`src/rtl/hazard_pkg.sv`:
```
// Shared types and defaults for the ID-stage hazard/stall controller.
package hazard_pkg;

  typedef enum logic [2:0] {
    CauseNone    = 3'd0,
    CauseLoadUse = 3'd1,
    CauseRawLl   = 3'd2,
    CauseWawLl   = 3'd3,
    CauseStruct  = 3'd4
  } hazard_cause_e;

  localparam int unsigned UnitDiv = 0;
  localparam int unsigned UnitMul = 1;

  localparam int unsigned DefNumRegs    = 32;
  localparam int unsigned DefRegAw      = 5;
  localparam int unsigned DefNumLlUnits = 2;
  localparam int unsigned DefUnitW      = 1;
  localparam int unsigned DefCntW       = 32;

endpackage

```
`src/rtl/hazard_sb_bank.sv`:
```
// Per-register pending bits and per-unit busy bits for long-latency operations.
module hazard_sb_bank
  import hazard_pkg::*;
#(
  parameter int unsigned NUM_REGS     = DefNumRegs,
  parameter int unsigned REG_AW       = DefRegAw,
  parameter int unsigned NUM_LL_UNITS = DefNumLlUnits,
  parameter int unsigned UNIT_W       = DefUnitW
) (
  input  logic                           clk,
  input  logic                           rst_n,
  input  logic                           issue,
  input  logic [REG_AW-1:0]              issue_rd,
  input  logic                           issue_rd_we,
  input  logic [UNIT_W-1:0]              issue_unit,
  input  logic [NUM_LL_UNITS-1:0]        ll_done,
  input  logic [NUM_LL_UNITS*REG_AW-1:0] ll_done_rd,
  output logic [NUM_REGS-1:0]            sb_pending,
  output logic [NUM_LL_UNITS-1:0]        unit_busy
);

  logic [NUM_REGS-1:0]     pending_d, pending_q;
  logic [NUM_LL_UNITS-1:0] busy_d, busy_q;

  // Clears are applied first so a same-cycle set on the same bit wins.
  always_comb begin
    pending_d = pending_q;
    busy_d    = busy_q;
    for (int u = 0; u < NUM_LL_UNITS; u++) begin
      if (ll_done[u]) begin
        busy_d[u] = 1'b0;
        pending_d[ll_done_rd[u*REG_AW +: REG_AW]] = 1'b0;
      end
    end
    if (issue) begin
      busy_d[issue_unit] = 1'b1;
      if (issue_rd_we && (issue_rd != '0)) begin
        pending_d[issue_rd] = 1'b1;
      end
    end
  end

  always_ff @(posedge clk or negedge rst_n) begin
    if (!rst_n) begin
      pending_q <= '0;
      busy_q    <= '0;
    end else begin
      pending_q <= pending_d;
      busy_q    <= busy_d;
    end
  end

  assign sb_pending = pending_q;
  assign unit_busy  = busy_q;

endmodule

```
`src/rtl/hazard_scoreboard.sv`:
```
// ID-stage stall controller: load-use, RAW/WAW against long-latency results, unit conflicts.
module hazard_scoreboard
  import hazard_pkg::*;
#(
  parameter int unsigned NUM_REGS     = DefNumRegs,
  parameter int unsigned REG_AW       = DefRegAw,
  parameter int unsigned NUM_LL_UNITS = DefNumLlUnits,
  parameter int unsigned UNIT_W       = DefUnitW,
  parameter int unsigned CNT_W        = DefCntW
) (
  input  logic                           clk,
  input  logic                           rst_n,
  input  logic                           flush,
  input  logic                           ifid_valid,
  input  logic [REG_AW-1:0]              ifid_rs1,
  input  logic [REG_AW-1:0]              ifid_rs2,
  input  logic                           ifid_rs1_used,
  input  logic                           ifid_rs2_used,
  input  logic [REG_AW-1:0]              ifid_rd,
  input  logic                           ifid_rd_we,
  input  logic                           ifid_ll_issue,
  input  logic [UNIT_W-1:0]              ifid_ll_unit,
  input  logic [REG_AW-1:0]              idex_rd,
  input  logic                           idex_mem_read,
  input  logic [NUM_LL_UNITS-1:0]        ll_done,
  input  logic [NUM_LL_UNITS*REG_AW-1:0] ll_done_rd,
  output logic                           pc_write,
  output logic                           ifid_write,
  output logic                           idex_write,
  output logic                           control_mux_sel,
  output logic [2:0]                     hazard_cause,
  output logic [NUM_REGS-1:0]            sb_pending,
  output logic [CNT_W-1:0]               stall_count
);

  logic [NUM_LL_UNITS-1:0] unit_busy;
  logic [NUM_REGS-1:0]     done_mask, pend_vec;
  logic [NUM_LL_UNITS-1:0] busy_vec;
  logic                    act, src1_ok, src2_ok;
  logic                    load_use, raw_ll, waw_ll, struct_hz;
  logic                    stall, issue;
  hazard_cause_e           cause;
  logic [CNT_W-1:0]        stall_count_d, stall_count_q;

  hazard_sb_bank #(
    .NUM_REGS    (NUM_REGS),
    .REG_AW      (REG_AW),
    .NUM_LL_UNITS(NUM_LL_UNITS),
    .UNIT_W      (UNIT_W)
  ) u_sb_bank (
    .clk        (clk),
    .rst_n      (rst_n),
    .issue      (issue),
    .issue_rd   (ifid_rd),
    .issue_rd_we(ifid_rd_we),
    .issue_unit (ifid_ll_unit),
    .ll_done    (ll_done),
    .ll_done_rd (ll_done_rd),
    .sb_pending (sb_pending),
    .unit_busy  (unit_busy)
  );

  // Completing results are bypassed through the write-first regfile, so they no longer block.
  always_comb begin
    done_mask = '0;
    for (int u = 0; u < NUM_LL_UNITS; u++) begin
      if (ll_done[u]) begin
        done_mask[ll_done_rd[u*REG_AW +: REG_AW]] = 1'b1;
      end
    end
  end

  assign pend_vec = sb_pending & ~done_mask;
  assign busy_vec = unit_busy & ~ll_done;

  assign act     = ifid_valid & ~flush;
  assign src1_ok = ifid_rs1_used & (ifid_rs1 != '0);
  assign src2_ok = ifid_rs2_used & (ifid_rs2 != '0);

  assign load_use = act & idex_mem_read & (idex_rd != '0) &
                    ((src1_ok & (ifid_rs1 == idex_rd)) | (src2_ok & (ifid_rs2 == idex_rd)));
  assign raw_ll   = act & ((src1_ok & pend_vec[ifid_rs1]) | (src2_ok & pend_vec[ifid_rs2]));
  assign waw_ll   = act & ifid_rd_we & (ifid_rd != '0) & pend_vec[ifid_rd];
  assign struct_hz = act & ifid_ll_issue & busy_vec[ifid_ll_unit];

  always_comb begin
    cause = CauseNone;
    if (load_use) begin
      cause = CauseLoadUse;
    end else if (raw_ll) begin
      cause = CauseRawLl;
    end else if (waw_ll) begin
      cause = CauseWawLl;
    end else if (struct_hz) begin
      cause = CauseStruct;
    end
  end

  assign stall           = (cause != CauseNone);
  assign issue           = act & ifid_ll_issue & ~stall;
  assign pc_write        = ~stall;
  assign ifid_write      = ~stall;
  assign idex_write      = 1'b1;
  assign control_mux_sel = stall;
  assign hazard_cause    = cause;

  always_comb begin
    stall_count_d = stall_count_q;
    if (stall && (stall_count_q != '1)) begin
      stall_count_d = stall_count_q + CNT_W'(1);
    end
  end

  always_ff @(posedge clk or negedge rst_n) begin
    if (!rst_n) begin
      stall_count_q <= '0;
    end else begin
      stall_count_q <= stall_count_d;
    end
  end

  assign stall_count = stall_count_q;

endmodule

```
`config.mk`:
```
export PLATFORM = sky130hd
export DESIGN_NAME = hazard_scoreboard
export DESIGN_NICKNAME = d
export VERILOG_FILES = /design/src/rtl/hazard_pkg.sv /design/src/rtl/hazard_sb_bank.sv /design/src/rtl/hazard_scoreboard.sv
export SDC_FILE = /design/constraint.sdc
export NUM_CORES = 1
export LEC_CHECK = 0
export ABC_AREA = 0
export CAP_MARGIN = 20
export CORE_UTILIZATION = 52
export CTS_CLUSTER_SIZE = 14
export DETAILED_ROUTE_END_ITERATION = 8
export PLACE_DENSITY_LB_ADDON = 0.08
export SLEW_MARGIN = 20
export SYNTH_ARGS = -nofsm -noshare
export SYNTH_HDL_FRONTEND = slang
export SYNTH_HIERARCHICAL = 1
export SYNTH_SLANG_ARGS = --single-unit
```
`constraint.sdc`:
```
create_clock -name clk -period 5.1 [get_ports clk]
set_input_delay 1.02 -clock clk [delete_from_list [all_inputs] [get_ports clk]]
set_output_delay 1.02 -clock clk [all_outputs]
set_load 0.02 [all_outputs]
```
==> summary.txt <==
Number of synthesized register bits = 66
Req. time, crit path = 4080 ps
Routability cong. = 1.09
Final Max Slew Viols = 0
Post-synth EDFFs = 0
Die H = 103 um
DRT iter0 DRCs = 790
Reg2Reg Depth = 11
Final WS setup = -2.49 ps
TritonCTS clock tree = done
GRT Residual Overflow = 0
Power density over the cells = 234 nW/um^2
Final ANT Viol Nets = 0
Fraction of layout cells with a size suffix above 1 = 0.213
Top_reg_cell synth = dfrtp_1
Startpoint Class = input port
Via count = 6,192
Max incr delay on CP = 560 ps
Clock transition at path regs = 80 ps
Setup violations, final = 1
Sequential cell area fraction in the yosys report = 0.313
Final core occ = 0.752
Final #Nets = 798
Clock skew = 16.6 ps
Num Clock Sinks = 66
LEAKAGE = 0.00295 uW
Leading cell type in the layout, fill and taps excluded = clkdlybuf4s50_1
Pre-antenna DRT Iters = 6
Antenna violations before repair = 0
GRT Total Usage = 0.400
Outcome = finished, violations left
Avg Inst Size Synth = 9.11 um^2
CTS Buffer Depth = 2
Critical R2R Launch = stall_count[3]
Post-synthesis cell count = 579
Max-Cap Viols = 0
DIE WIDTH = 103 um
Worst path buffer plus inverter count = 3
Wirelength per Cell = 23.6 um
Critical path class = in2out
Clk_lat worst skew = 370 ps
Failing checks = negative setup slack
Hold Crit Start = stall_count[29]
Mapped Area = 5270 um^2
Most frequent cells in the layout = 100 x clkdlybuf4s50_1, 85 x buf_4, 66 x dfrtp_1, 40 x nand2_1, 33 x nor2_1
Post-Syn Nets = 622
First-pass GRT wire length = 31,500 um
Port Buffers = 111
Final Critical Period = 5100 ps
Final hold viol count = 0
Critical Path AT = 4080 ps
Crit path from = ll_done_rd[3]
Drt via density = 6.93
Worst VDD drop = 0.297 mV
N_diodes = 0
Slew margin rel. = 0.414
Worst setup EP type = output port
Unrepaired setup endpoints after global routing = yes
Min-delay worst type = reg2reg
DP Area = 7060 um^2
Distinct cell type count after synthesis = 76
Layout area overhead = 40.0%
Measured slew at the worst slew-check pin = 879 ps
Kind of cell adding the most delay to the critical path = buffers and inverters
Tcrit/Tclk final = 1.00
# DRC = 0
Dpl hpwl = 15,700 um
Design Area, Final = 7380 um^2
Die area = 10,500 um^2
Setup WS pre-CTS = -402 ps
Crit path max fanout = 15
Synth warn = 6
Core area = 9820 um^2
Largest net degree at the start of global routing = 67
Cell Chain, Critical Path = clkdlybuf4s50_1, buf_4, nand4b_1, o221ai_2, o22ai_1, nor2_1, a21oi_1, o21ai_1, nand4_2, nor3b_1, dlygate4sd1_1
CTS Buf Count = 9
Stages on the worst setup path = 11
IO Count = 113
Fraction of registers with async set/reset = 1.00
Initial Util = 0.537
Hold depth = 1
Root Buffer = clkbuf_8
Final WL = 21,000 um
Post-CTS repair timing setup buffer count = 0
H-tree depth = 3
Max Freq = 196 MHz
Vias in the first global route = 5,920
# rows = 36
CP max-delay cell = clkdlybuf4s50_1
==> synthesized netlist by cell type, drive strengths merged, types with 7 or more instances <==
library cell	n	area, um^2
nand4	15	106
o21ai	11	55.1
buf	15	91.3
nand3	28	140
nor2	35	139
inv	15	56.3
dfrtp	66	1650
mux2i	8	80.1
a22o	24	210
xnor2	9	86.3
nor4	15	146
nor2b	9	56.3
and4b	7	72.6
xor2	32	280
and3	9	56.3
or3	8	50.1
a32o	7	70.1
clkbuf	18	67.6
nor3	29	155
o22ai	7	43.8
nand2b	13	81.3
nand2	40	150
a22oi	23	173
o221ai	32	280
==> cell type report <==
| class | instances | area, um^2 |
|---|---|---|
| fillers | 726 | 2440 |
| clock inverters | 6 | 90.1 |
| inverters | 17 | 63.8 |
| repair buffers | 198 | 1770 |
| well taps | 133 | 166 |
| multi-input cells | 463 | 3510 |
| clock buffers | 10 | 138 |
| flip-flops and latches | 66 | 1650 |
==> metal layers <==
metal / GRT usage / share of wire / vias to the layer above
li1: - / - / 2649
met1: 0.506 / 0.38 / 2946
met2: 0.628 / 0.46 / 466
met3: 0.0644 / 0.093 / 131
met4: 0.270 / 0.065 / 0
met5: 0 / 0 / -
==> metrics by stage <==
| stage | power (uW) | std cells | TNS (ps) | hold WS (ps) |
|---|---|---|---|---|
| 6_report | 1730 | 893 | -2.49 | 497 |
| 5_1_grt | 1780 | 893 | -187 | 513 |
| 4_1_cts | 1710 | 893 | 0 | 495 |
| 3_5_place_dp | 1200 | 877 | -2210 | 479 |
| 3_3_place_gp | 1180 | 877 | -1340 | 470 |
| 2_1_floorplan | 900 | 579 | 0 | 497 |
==> where the power goes <==
part | leakage [uW] | internal, uW | total, uW | switching [uW]
clock network | 0.000112 | 289 | 513 | 224
logic | 0.00195 | 250 | 566 | 316
registers | 0.000890 | 573 | 646 | 72.3
==> worst paths after layout <==
path                                            end  slack, ps
max                                 hazard_cause[2]         -2
min                                 stall_count[29]        500
max reg2reg                         stall_count[21]       1330
min reg2reg                         stall_count[29]        500
max in group asynchronous           stall_count[18]       3680
min in group asynchronous  u_sb_bank/sb_pending[13]        860
==> what timing repair did <==
item | 4_1_cts | 5_1_grt
gates cloned | 0 | 0
setup endpoints to repair | 6 | 5
gates resized for setup | 27 | 9
pin swaps | 0 | 1
hold buffers | 0 | 0
==> registers in the layout, indices dropped and copies added, names as in the netlist <==
signal / cells
u_sb_bank/sb_pending: 32
u_sb_bank/unit_busy: 2
stall_count: 32
==> logic make-up (layout without fill, tap and decap cells) <==
| kind of cell | Yosys count | count (layout) | synth area share |
|---|---|---|---|
| other | 1 | 1 | 0.000711 |
| muxes | 14 | 14 | 0.0365 |
| xor gates and xnor gates | 41 | 41 | 0.0695 |
| buffers and inverters | 50 | 231 | 0.0422 |
| adders and majority gates | 1 | 1 | 0.00237 |
| and+or+nand+nor | 260 | 260 | 0.313 |
| DFF | 66 | 66 | 0.313 |
| AOI/OAI and AO/OA | 146 | 146 | 0.222 |
No activity file was read; power rests on OpenSTA's default activity.
